## config.mk

```make
export PLATFORM = sky130hd
export DESIGN_NAME = rr_grant_ctrl
export DESIGN_NICKNAME = d
export VERILOG_FILES = /design/src/rtl/rr_grant_pkg.sv /design/src/rtl/onehot_dec3to8.sv /design/src/rtl/rr_grant_ctrl.sv
export SDC_FILE = /design/constraint.sdc
export NUM_CORES = 1
export LEC_CHECK = 0
export ABC_AREA = 1
export CAP_MARGIN = 20
export CORE_MARGIN = 10
export CORE_UTILIZATION = 53
export DETAILED_ROUTE_END_ITERATION = 7
export PLACE_DENSITY = 0.88
export SYNTH_ARGS = -nofsm -noshare
export SYNTH_HDL_FRONTEND = slang
export SYNTH_SLANG_ARGS = --single-unit
```

## constraint.sdc

```tcl
create_clock -name sys_clk -period 3.5 [get_ports sys_clk]
set_clock_uncertainty 0.1 [all_clocks]
set_input_delay 0.525 -clock sys_clk [delete_from_list [all_inputs] [get_ports sys_clk]]
set_output_delay 0.525 -clock sys_clk [all_outputs]
set_load 0.05 [all_outputs]
```

## src/rtl/rr_grant_pkg.sv

```systemverilog
// rr_grant_pkg
// Shared constants and the FSM state type for the round-robin grant
// controller. No ports; imported by rr_grant_ctrl and onehot_dec3to8.
package rr_grant_pkg;

    localparam int NUM_REQ = 8;
    localparam int IDX_W   = 3;

    typedef enum logic [1:0] {
        ST_IDLE  = 2'd0,
        ST_GRANT = 2'd1,
        ST_GAP   = 2'd2
    } state_t;

endpackage

```

## src/rtl/onehot_dec3to8.sv

```systemverilog
// onehot_dec3to8
// Combinational 3-to-8 one-hot decoder. Exactly one output bit is set for
// every input value.
//   idx     in  3  binary index
//   onehot  out 8  one-hot decode of idx
module onehot_dec3to8
    import rr_grant_pkg::*;
(
    input  logic [IDX_W-1:0]   idx,
    output logic [NUM_REQ-1:0] onehot
);

    always_comb begin
        onehot      = '0;
        onehot[idx] = 1'b1;
    end

endmodule

```

## src/rtl/rr_grant_ctrl.sv

```systemverilog
// rr_grant_ctrl
// Round-robin controller sharing one 8-way one-hot resource between eight
// requesters. A grant is held until the owner pulses done, drops its
// request, or MAX_HOLD cycles elapse; every release is followed by one
// all-zero GAP cycle.
//
// Handshake: req[i] is a level held by requester i until it is served.
// A grant is issued by the FSM, not acknowledged; the owner ends it with a
// one-cycle done strobe (sampled only in GRANT) or by dropping req[i].
//
//   sys_clk    in  1  clock, rising edge
//   sys_rst_n  in  1  synchronous active-low reset
//   req        in  8  request levels
//   done       in  1  release strobe from the current owner
//   grant      out 8  one-hot grant, zero when not in GRANT
//   grant_idx  out 3  index of current/last owner
//   busy       out 1  high while in GRANT
//   timeout    out 1  one-cycle pulse after a hold-limit revocation
//   state      out 2  FSM state, exposed for debug/checkers
module rr_grant_ctrl
    import rr_grant_pkg::*;
#(
    parameter int MAX_HOLD = 16,
    parameter int HOLD_W   = 5
) (
    input  logic               sys_clk,
    input  logic               sys_rst_n,
    input  logic [NUM_REQ-1:0] req,
    input  logic               done,
    output logic [NUM_REQ-1:0] grant,
    output logic [IDX_W-1:0]   grant_idx,
    output logic               busy,
    output logic               timeout,
    output state_t             state
);

    logic [IDX_W-1:0]   ptr;
    logic [HOLD_W-1:0]  hold_cnt;
    logic [IDX_W-1:0]   win_idx;
    logic               win_found;
    logic [NUM_REQ-1:0] dec_out;
    logic               limit_hit;
    logic               owner_req;

    // Scan from ptr upward with wrap; the first set request wins.
    always_comb begin
        logic [IDX_W-1:0] cand;
        win_idx   = '0;
        win_found = 1'b0;
        cand      = '0;
        for (int i = 0; i < NUM_REQ; i++) begin
            cand = ptr + IDX_W'(i);
            if (!win_found && req[cand]) begin
                win_idx   = cand;
                win_found = 1'b1;
            end
        end
    end

    assign limit_hit = (hold_cnt == HOLD_W'(MAX_HOLD - 1));
    assign owner_req = req[grant_idx];

    always_ff @(posedge sys_clk) begin
        if (!sys_rst_n) begin
            state     <= ST_IDLE;
            ptr       <= '0;
            grant_idx <= '0;
            hold_cnt  <= '0;
            busy      <= 1'b0;
            timeout   <= 1'b0;
        end else begin
            timeout <= 1'b0;
            case (state)
                ST_IDLE, ST_GAP: begin
                    if (win_found) begin
                        grant_idx <= win_idx;
                        hold_cnt  <= '0;
                        busy      <= 1'b1;
                        state     <= ST_GRANT;
                    end else begin
                        busy  <= 1'b0;
                        state <= ST_IDLE;
                    end
                end
                ST_GRANT: begin
                    hold_cnt <= hold_cnt + 1'b1;
                    if (done || !owner_req || limit_hit) begin
                        state   <= ST_GAP;
                        busy    <= 1'b0;
                        ptr     <= grant_idx + 1'b1;
                        // done and request-drop take priority over the limit
                        timeout <= limit_hit && !done && owner_req;
                    end
                end
                default: begin
                    busy  <= 1'b0;
                    state <= ST_IDLE;
                end
            endcase
        end
    end

    onehot_dec3to8 u_dec (
        .idx    (grant_idx),
        .onehot (dec_out)
    );

    // Decoded from registered index, gated by registered busy.
    assign grant = dec_out & {NUM_REQ{busy}};

endmodule

```

# [Word level (Yosys, flattened, before mapping)]
# Index checks and enable logic that the tools add are counted.
# Widths: inputs -> output; s select.
[classes] n_addsub=9 order_cmp=10 n_eq_ne=5 n_mux=44 bitwise=1 n_reduce_logical=28
[ops] op="$lt 3x4->1 const B" count=9
[ops] op="$bmux 1 s3" count=9
[ops] op="$mux 3" count=8
[ops] op="$mux 1" count=21
[ops] op="$add 3x3->3 const B" count=4
[ops] op="$logic_and 1x1->1" count=10
[ops] op="$pmux 5 s2" count=1
[ops] op="$logic_not 1->1" count=9
[ops] op="$and 8x8->8" count=1
[ops] op="$add 3x1->3 const B" count=2
[ops] op="$add 3x2->3 const B" count=2
[ops] op="$reduce_and 2->1" count=3
[ops] op="$add 5x1->5 const B" count=1
[ops] op="$eq 5x4->1 const B" count=1
[ops] op="$mux 5" count=1
[ops] op="$ne 2x2->1 const B" count=2
[ops] op="$pmux 2 s2" count=1
[ops] op="$demux 1 s3" count=1
[ops] op="$ge 3x1->1 const B" count=1
[ops] op="$reduce_and 3->1" count=1
[ops] op="$eq 2x1->1 const B" count=1
[ops] op="$eq 2x2->1 const B" count=1
[ops] op="$logic_not 2->1" count=1
[ops] op="$logic_or 1x1->1" count=2
[ops] op="other kinds (4)" count=4
[totals] reg_bits=15 out_inout_bits=15 elab_cells=103

# [Depth between registers and ports, before layout]
# Gate-level depths: netlist of the first run.
[logic_depth] depth_word=26 depth_mapped=17 ltp_nobuf=15

# [Cells and area by module]
# From an unflattened synthesis of the first run, not the netlist that was laid out.
[hier_totals] cells_unflattened=254 hier_area_um2=1556.5
[by_module_without_submodules] module="rr_grant_ctrl" n_inst=1 cells_each=239 area_per_inst_um2=1500.2 seq_area_each_um2=280.3
[by_module_without_submodules] module="onehot_dec3to8" n_inst=1 cells_each=15 area_per_inst_um2=56.3 seq_area_each_um2=0.0

# [Worst setup path before layout of the first run]
# Ideal clock, no wire load.
[synth_path] path_type="register to register" startpoint="register ptr[0]" endpoint="register grant_idx[2]" t_arrival_ps=2188 required_ps=3279 path_slack_ps=1091 stages_incl_launch_ff=18 n_path_buf=3 period_less_slack_ps=2409 cell_sequence="dfxtp_1 buf_6 inv_2 buf_6 ha_1 inv_2 nand3_2 nand3_2 nand2_4 nor2_8 nand4_4 nor2_4 nand3_2 nand2_2 buf_6 nor2_1 nand2_1 a21oi_1"
[synth_via] elab_chain_cells=25 word_cells_on_any_way=54
[synth_lines] element="from (decl)" line_no="rr_grant_ctrl.sv:37" rtl="logic [IDX_W-1:0] ptr;"
[synth_lines] element="from (signal assigned)" line_no="rr_grant_ctrl.sv:90" rtl="ptr <= grant_idx + 1'b1;"
[synth_lines] element="parallel branches: the longest is 25 deep, another holds $add 3x1->3"
[synth_lines] element="to (signal assigned)" line_no="rr_grant_ctrl.sv:76" rtl="grant_idx <= win_idx;"
[synth_lines] element="to (decl)" line_no="rr_grant_ctrl.sv:31" rtl="output logic [IDX_W-1:0] grant_idx,"
# Several ways; the timed one is not identified. The select of a mux whose other input is x is not followed.
# A chain may end at the register's enable or synchronous reset.

# [Worst setup path after layout of the first run]
[layout_path] startpoint="register ptr[0]" endpoint="register hold_cnt[3]"
[layout_via] elab_chain_cells=26 word_cells_on_any_way=47
[layout_lines] element="parallel branches: the longest is 23 deep, another holds $add 3x1->3"
[layout_lines] element="$mux 1 (*)" line_no="rr_grant_ctrl.sv:53" rtl="if (!win_found && req[cand]) begin"
[layout_lines] element="$ne 2x2->1 (no source line) (*)"
[layout_lines] element="$reduce_and 2->1 (no source line) (*)"
[layout_lines] element="to (signal assigned)" line_no="rr_grant_ctrl.sv:86" rtl="hold_cnt <= hold_cnt + 1'b1;"
[layout_lines] element="to (decl)" line_no="rr_grant_ctrl.sv:38" rtl="logic [HOLD_W-1:0] hold_cnt;"
# Every way passes the cells marked *. The select of a mux whose other input is x is not followed.

==> qor.csv, run 1 <==
stage,metric,value,unit
clock_tree,cts_tree,yes,
grt,grt_pass1_wl,6500,microns
drt,first_pass_iters,4,
setup_path,critPathLaunch,ptr[0],
floorplanning,num_rows,19,
sta,worstMarginPinSlew,505,ps
cells_and_area,fin_cells,290,
sta,finalWorstSetupSlack,706,ps
sta,rsz0062_at_grt,false,
grt,grt_max_degree,12,
sta,fmax,358,MHz
clock_tree,htreeDepth,1,
cells_and_area,antenna_cells,0,
drt,drc,0,
floorplanning,dieArea,5400,sq um
place,gp_congestion,0.981,
drt,wl,3780,microns
setup_path,cp_slowest_stage_delay,550,ps
place,portBuffers,25,
setup_path,cp-end-kind,register,
synth,syn-num-nets,253,
clock_tree,holdBufCountCts,0,
drt,via_count,1559,
synth,syn_avg_cell_area,6.40,sq um
setup_path,path_class,reg -> reg,
synth,ys_seq_elements,14,
synth,synth_seq_area_share,18.5,%
floorplanning,ios,26,
clock_tree,cts_setup_buffers,0,
sta,layout_worst_path_cycle_share,79.8,%
pwr,p_per_area,563,nW/um^2
flow_run,cap_violations,0,
clock_tree,clock-sinks,14,
cells_and_area,area_growth,16.8,%
pwr,vdd_drop_max,0.000435,V
hold_path,hold_path.class,reg -> reg,
setup_path,start_kind,register,
sta,relSlewSlack,66.2,%
place,place_inst,287,
floorplanning,die_w,73.5,microns
run_status,status,completed,
drt,viasPerCell,5.38,
sta,finalCriticalPeriod,2790,ps
cells_and_area,drive_above_1_share,13.5,%
cells_and_area,nNetsFinal,277,
grt,grt_pass1_vias,1498,
sta,drv_slew,0,
setup_path,crit_slowest_cell,dfxtp_1,
cells_and_area,fillers,249,
synth,synth_cell_type_count,31,
floorplanning,start_util,55.0,%
drt,drt-initial-drc-count,146,
place,pre_cts_ws,734,ps
sta,tns,0,ps
grt,antenna_found_initial,0,
clock_tree,clkLatencyLatePin,280,ps
place,place_hpwl,3080,microns
synth,syn_inst,237,
clock_tree,cts_buffers,3,
sta,setup_viol,0,
grt,gr-total-overflow,0,
setup_path,arrival,2910,ps
grt,track_usage,14.4,%
setup_path,r2r-start,ptr[0],
clock_tree,ctsResizeCount,0,
setup_path,worst_path_most_repeated_cell,nand3_2,
sta,finalHoldViolCount,0,
setup_path,path_cells,inv_2 -> ha_1 -> inv_2 -> nand3_2 -> nand3_2 -> nand2_4 -> nor2_8 -> nand4_4 -> nor2_4 -> nand3_2 -> nand2_2 -> nand2_1 -> a21oi_1,
pwr,leakage,0.785,nW
clock_tree,cts_max_path_buffers,2,
floorplanning,core-area,2760,sq um
synth,netlist_area,1520,sq um
drt,routedWlPerCell,13.0,microns
floorplanning,fp.dieH,73.5,microns
synth,yosys_warnings,0,
setup_path,cp.required,3620,ps
clock_tree,cts_root_buf,clkbuf_4,
drt,ant_nets,0,
clock_tree,path_clk_slew,80,ps
hold_path,hold_start,hold_cnt[4],
setup_path,path_max_fanout,11,
-- synth_stat cells (all sizes together) --
cell type / count / area share (%)
xnor2: 2 / 1.2
ha: 5 / 4.1
nand4: 4 / 2.6
o2111ai: 1 / 0.58
or2: 2 / 0.83
o21ai: 15 / 5.0
inv: 31 / 7.7
clkinv: 1 / 0.25
nand3: 37 / 18
nor2: 37 / 11
nor3: 1 / 0.33
a31oi: 1 / 0.41
buf: 6 / 3.7
nor4: 1 / 0.41
dfxtp: 14 / 18
nand2: 60 / 18
o21bai: 1 / 0.50
o22ai: 1 / 0.41
xor2: 3 / 1.7
a21oi: 14 / 4.6
-- final timing paths --
check                endpoint  slack, ps  cells after the start
setup reg to reg  hold_cnt[3]        710                     13
hold / removal    hold_cnt[4]        390                      2
setup / recovery  hold_cnt[3]        710                     13
hold reg to reg   hold_cnt[4]        390                      2
-- power by group --
part           switching (mW)  internal (mW)  total (mW)
registers              0.0484          0.181       0.230
logic                   0.458          0.220       0.678
clock network          0.0493         0.0400      0.0893
total                   0.556          0.441       0.997
-- layout by cell type, fill, tap and decap left out, drive strengths merged, types with 3 or more instances in the layout --
cell	netlist	final
inv	31	31
xor2	3	3
nor2	37	37
nand2	60	60
ha	5	5
dfxtp	14	14
nand4	4	4
clkbuf	0	3
clkdlybuf4s50	0	25
a21oi	14	14
nand3	37	37
o21ai	15	15
-- through the flow --
step | instance area (sq um) | util, % | total power, mW | hold WS (ps)
after floorplan | 1520 | - | 0.764 | 353
after global placement | 1750 | 63.4 | 0.896 | 370
after detailed placement | 1750 | 63.4 | 0.903 | 373
after CTS | 1770 | 64.2 | 0.996 | 384
after global routing | 1770 | 64.2 | 1.09 | 411
final | 1770 | 64.2 | 0.997 | 386
-- routing by layer --
| layer | vias to the layer above | track usage, % | part of all wire (%) |
|---|---|---|---|
| met5 | - | 0 | 0 |
| met4 | 0 | 5.18 | 1.5 |
| met3 | 5 | 3.50 | 7.0 |
| met2 | 53 | 23.5 | 47 |
| met1 | 684 | 17.8 | 44 |
| li1 | 817 | - | - |
-- cells by family (layout without fill, tap and decap cells) --
| logic type | count (synthesis) | count (layout) | share of synthesized area, % |
|---|---|---|---|
| AND/OR/NAND/NOR | 142 | 142 | 51.4 |
| buffers and inverters | 38 | 60 | 11.6 |
| AO/OA/AOI/OAI | 33 | 33 | 11.5 |
| flip-flops | 14 | 14 | 18.5 |
| adder cells (fa/ha/maj) | 5 | 5 | 4.13 |
| XOR/XNOR | 5 | 5 | 2.89 |
-- cell type report --
cell class              instances  area [sq um]  share of cell area [%]
clock buffers                   3          22.5                    1.27
well taps                      31          38.8                    2.19
flip-flops and latches         14           280                    15.8
repair buffers                 25           250                    14.1
multi-input cells             185          1060                    59.8
inverters                      32           120                    6.78
-- worst max-delay path, delay by kind of cell, from the launching register on --
| kind | cells | cell delay [ps] |
|---|---|---|
| simple gates | 9 | 1090 |
| flops | 1 | 550 |
| fa+ha+maj | 1 | 450 |
| buf+inv | 2 | 410 |
| compound gates | 1 | 130 |
-- sequential cells by signal (all words and copies together) (netlist names) --
name / flops
busy: 1
grant_idx: 3
hold_cnt: 5
ptr: 3
state: 1
timeout: 1
(Power assumes the default switching activity.)
==> run 2: changes to the inputs <==
Settings changed: CORE_UTILIZATION 53 to 48, PLACE_DENSITY 0.88 to 0.84.
Clock period 3.5 ns to 2.2 ns, I/O delays scaled along.
==> qor.csv, run 2 (synthesis gave the netlist of run 1 again) <==
stage,metric,value,unit
run_status,status,completed,
hold_path,whs_endpoint,hold_cnt[4],
cells_and_area,largestRegisters,"hold_cnt (5), grant_idx (3), ptr (3)",
pwr,leakage,0.960,nW
setup_path,r2r-start,ptr[0],
sta,finalWorstSetupSlack,59.8,ps
grt,grt_pass1_vias,1627,
drt,routedWlPerCell,12.6,microns
cells_and_area,area_growth,39.0,%
floorplanning,fp.dieH,76.2,microns
grt,grt_pass1_wl,6790,microns
place,portBuffers,25,
setup_path,cp_top_family,simple AND/OR/NAND/NOR gates,
drt,viasPerCell,5.07,
clock_tree,clkLatencyLatePin,290,ps
grt,track_usage,13.2,%
floorplanning,core-area,3030,sq um
sta,relSlewSlack,65.0,%
drt,wl,4190,microns
sta,layout_worst_path_cycle_share,97.3,%
setup_path,path_cells,inv_4 -> ha_4 -> nand3_2 -> nand3_4 -> nand2_4 -> nor2_8 -> nand4_4 -> nor2_4 -> nand3_4 -> nand2_2 -> nand3_1 -> a21oi_1,
cells_and_area,fin_cells,331,
clock_tree,cts_buffers,3,
drt,drc,0,
floorplanning,num_rows,20,
setup_path,arrival,2260,ps
clock_tree,path_clk_slew,90,ps
floorplanning,start_util,50.1,%
grt,antenna_found_initial,0,
setup_path,rr_worst_depth,12,
sta,drv_slew,0,
setup_path,cp_slowest_stage_delay,400,ps
floorplanning,die_w,76.2,microns
cells_and_area,nNetsFinal,304,
sta,rsz0062_at_grt,true,
setup_path,r2r-end,hold_cnt[1],
clock_tree,cts_root_buf,clkbuf_4,
place,gp_congestion,0.909,
cells_and_area,layout_common_cells,"nand2_1 (46), nor2_1 (35), buf_4 (33), inv_1 (28), nand3_1 (24)",
cells_and_area,fillers,225,
cells_and_area,fin_area,2110,sq um
pwr,p_per_area,926,nW/um^2
grt,gr-total-overflow,0,
clock_tree,holdBufCountCts,0,
setup_path,cp.required,2320,ps
place,dpl-instance-area,1950,sq um
setup_path,cp-end-kind,register,
place,place_inst,323,
sta,setup_viol,0,
sta,finalHoldViolCount,0,
setup_path,crit_slowest_cell,dfxtp_4,
clock_tree,cts_max_path_buffers,2,
hold_path,hold_path.class,reg -> reg,
drt,drt-initial-drc-count,91,
cells_and_area,largest_register_ffs,5,
setup_path,path_max_fanout,6,
sta,holdWs,386,ps
drt,ant_nets,0,
cells_and_area,largest-register,hold_cnt,
sta,tns,0,ps
cells_and_area,drive_above_1_share,29.3,%
pwr,power,1.95,mW
setup_path,worst_path_most_repeated_cell,nand3_4,
cells_and_area,final_common_cell,nand2_1,
sta,finalCriticalPeriod,2140,ps
sta,worstMarginPinSlew,523,ps
floorplanning,dieArea,5810,sq um
setup_path,crit_buf_inv,1,
clock_tree,cts_tree,yes,
flow_run,cap_violations,0,
place,pre_cts_ws,-195,ps
setup_path,start_kind,register,
place,place_hpwl,3240,microns
clock_tree,clock-sinks,14,
drt,via_count,1677,
setup_path,r2r_slack,60,ps
pwr,vdd_drop_max,0.000717,V
hold_path,hold_start,hold_cnt[4],
grt,grt_max_degree,12,
floorplanning,ios,26,
hold_path,min_path_cells,2,
cells_and_area,final_core_util,69.6,%
cells_and_area,antenna_cells,0,
sta,fmax,467,MHz
clock_tree,htreeDepth,1,
drt,first_pass_iters,4,
setup_path,path_class,reg -> reg,
-- run 2: changes by cell type in the layout (fill, tap and decap cells not counted), moves of 5 or more --
cell,delta
nand3_4,+5
buf_4,+33
nand3_2,-5
clkdlybuf4s50_1,-8
-- run 2: cell type report --
cell class              count  area [sq um]  share of cell area, %
multi-input cells         186          1170                   55.4
repair buffers             51           438                   20.8
flip-flops and latches     14           287                   13.6
clock buffers               4          36.3                   1.72
inverters                  32           125                   5.93
well taps                  44          55.1                   2.61
-- run 2: repair_timing --
item                       4_1_cts  5_1_grt
resized for setup                2       16
buffers inserted                 0        3
setup endpoints to repair        8        8
cloned                           0        1
pin swaps                        0        6
-- run 2: worst register-to-register path, delay by kind of cell (launching register included) --
family                     cells  cell delay, ps
AOI/OAI and AO/OA              1             110
adders and majority gates      1             310
and+or+nand+nor                9            1080
buffers and inverters          1              50
DFF                            1             400
-- run 2: report_power, final --
group | internal [mW] | total [mW] | switching, mW
clock network | 0.101 | 0.187 | 0.0865
logic | 0.554 | 1.41 | 0.856
registers | 0.291 | 0.354 | 0.0630
total | 0.946 | 1.95 | 1.01
-- run 2: worst max path at each step --
stage / from / endpoint / slack (ps) / depth (start not counted)
after floorplan: ptr[0] / grant_idx[2] / -20 / 17
after global placement: req[4] / grant_idx[1] / -140 / 13
after detailed placement: req[6] / grant_idx[1] / -200 / 13
after CTS: ptr[0] / grant_idx[1] / 10 / 14
after global routing: ptr[0] / hold_cnt[0] / -80 / 12
final: ptr[0] / hold_cnt[1] / 60 / 12
-- run 2: per-layer routing --
layer / part of all wire [%] / track usage (%) / wire length (microns) / up-vias
li1: - / - / - / 879
met1: 43 / 15.1 / 1780 / 744
met2: 50 / 23.6 / 2100 / 46
met3: 5.9 / 3.18 / 245 / 8
met4: 1.3 / 3.90 / 56 / 0
met5: 0 / 0 / 0 / -
==> run 3: changes to the inputs <==
--- a/constraint.sdc
+++ b/constraint.sdc
@@ -4,2 +4,2 @@
 set_output_delay 0.33 -clock sys_clk [all_outputs]
-set_load 0.05 [all_outputs]
+set_load 0.02 [all_outputs]
==> qor.csv, run 3 (synthesis gave the netlist of run 1 again) <==
stage,metric,value,unit
place,portBuffers,25,
drt,wl,4760,microns
floorplanning,ios,26,
setup_path,path_max_fanout,6,
setup_path,cp_slowest_stage_delay,560,ps
cells_and_area,layout_common_cells,"nand2_1 (42), nor2_1 (34), inv_1 (27), buf_4 (24), clkdlybuf4s50_1 (23)",
grt,grt_pass1_vias,1608,
drt,viasPerCell,5.32,
drt,ant_nets,0,
clock_tree,cts_tree,yes,
grt,track_usage,13.4,%
setup_path,crit_buf_inv,2,
place,place_hpwl,3430,microns
floorplanning,dieArea,5810,sq um
pwr,power,1.94,mW
drt,drc,0,
pwr,leakage,0.973,nW
grt,grt_max_degree,12,
drt,via_count,1756,
drt,routedWlPerCell,14.4,microns
place,pre_cts_ws,-187,ps
cells_and_area,drive_above_1_share,29.0,%
sta,finalHoldViolCount,0,
cells_and_area,area_growth,40.9,%
cells_and_area,largest_register_ffs,5,
cells_and_area,final_common_cell,nand2_1,
flow_run,cap_violations,0,
floorplanning,fp.dieH,76.2,microns
clock_tree,clock-sinks,14,
floorplanning,num_rows,20,
setup_path,crit_slowest_cell,dfxtp_1,
setup_path,worst_path_most_repeated_cell,inv_1,
cells_and_area,largest-register,hold_cnt,
place,dpl-instance-area,1950,sq um
sta,setup_viol,1,
grt,gr-total-overflow,0,
pwr,vdd_drop_max,0.000764,V
run_status,status,"complete, but fails checks",
run_status,violations,setup timing,
hold_path,hold_path.class,reg -> reg,
clock_tree,cts_buffers,3,
clock_tree,htreeDepth,1,
grt,grt_pass1_wl,6840,microns
clock_tree,clkLatencyLatePin,280,ps
sta,drv_slew,0,
cells_and_area,nNetsFinal,303,
cells_and_area,largestRegisters,"hold_cnt (5), grant_idx (3), ptr (3)",
sta,worstMarginPinSlew,381,ps
clock_tree,cts_max_path_buffers,2,
cells_and_area,fin_area,2140,sq um
floorplanning,die_w,76.2,microns
setup_path,start_kind,register,
sta,relSlewSlack,74.5,%
cells_and_area,antenna_cells,0,
sta,finalCriticalPeriod,2250,ps
pwr,p_per_area,909,nW/um^2
setup_path,arrival,2360,ps
drt,drt-initial-drc-count,140,
setup_path,cp.required,2310,ps
sta,fmax,444,MHz
floorplanning,core-area,3030,sq um
sta,finalWorstSetupSlack,-49.8,ps
setup_path,cp-end-kind,register,
drt,first_pass_iters,5,
grt,antenna_found_initial,0,
sta,holdWs,393,ps
clock_tree,path_clk_slew,80,ps
setup_path,cp_top_family,flip-flops,
clock_tree,holdBufCountCts,0,
place,gp_congestion,0.894,
floorplanning,start_util,50.1,%
setup_path,path_cells,xor2_1 -> inv_1 -> o21bai_1 -> inv_1 -> nand3_4 -> nand2_4 -> nor2_1 -> nand2_2 -> a21oi_2,
setup_path,path_class,reg -> reg,
sta,layout_worst_path_cycle_share,102,%
clock_tree,cts_root_buf,clkbuf_4,
sta,rsz0062_at_grt,true,
run 3: changes by cell type in the layout (fill, tap and decap cells not counted), moves of 2 or more:
cell / delta
buf_4: -9
nand2_1: -4
nand3_1: -3
dfxtp_1: -2
nand3_2: +2
dlymetal6s2s_1: +2
xor2_1: +2
nand2_2: +4
clkdlybuf4s50_1: +6
xor2_2: -2
dfxtp_2: +2
run 3: where the power goes:
group | internal (mW) | total (mW) | switching [mW]
clock network | 0.101 | 0.183 | 0.0820
logic | 0.570 | 1.40 | 0.833
registers | 0.295 | 0.357 | 0.0626
total | 0.966 | 1.94 | 0.978
run 3: through the flow:
stage | std cells | setup TNS, ps | utilization, %
floorplan | 237 | -44.6 | -
global placement | 322 | -886 | 64.4
detailed placement | 322 | -1350 | 64.4
CTS | 326 | 0 | 65.7
global route | 330 | -667 | 70.6
finish | 330 | -49.8 | 70.6
run 3: worst paths after layout:
path                                   from      endpoint  slack (ps)  cells after the start
worst max-delay path                 ptr[2]  grant_idx[1]         -50                      9
worst min-delay path            hold_cnt[0]   hold_cnt[0]         390                      1
worst max register to register       ptr[2]  grant_idx[1]         -50                      9
worst min register to register  hold_cnt[0]   hold_cnt[0]         390                      1
run 3: worst reg2reg max path: stages, from the launching register on:
cell	delay (ps)
dfxtp_1	560
xor2_1	300
inv_1	120
o21bai_1	320
inv_1	160
nand3_4	130
nand2_4	80
nor2_1	190
nand2_2	90
a21oi_2	140
run 3: layout make-up:
class | instances | area, sq um
clock buffer | 4 | 36.3
fill | 228 | 891
inverter | 32 | 128
multi-input combinational | 186 | 1180
sequential | 14 | 289
tap | 44 | 55.1
timing repair buffer | 50 | 447
run 3: what timing repair did:
action	CTS	global route
resized for setup	1	30
cloned	0	1
pin swaps	0	13
buffers inserted	0	3
endpoints found under the setup margin	5	18
run 3: metal layers:
layer,vias to the layer above,wire (microns),global-route usage [%]
met3,13,241,2.71
met4,0,101,3.72
met5,-,0,0
met1,809,1980,15.6
li1,875,-,-
met2,59,2440,24.1
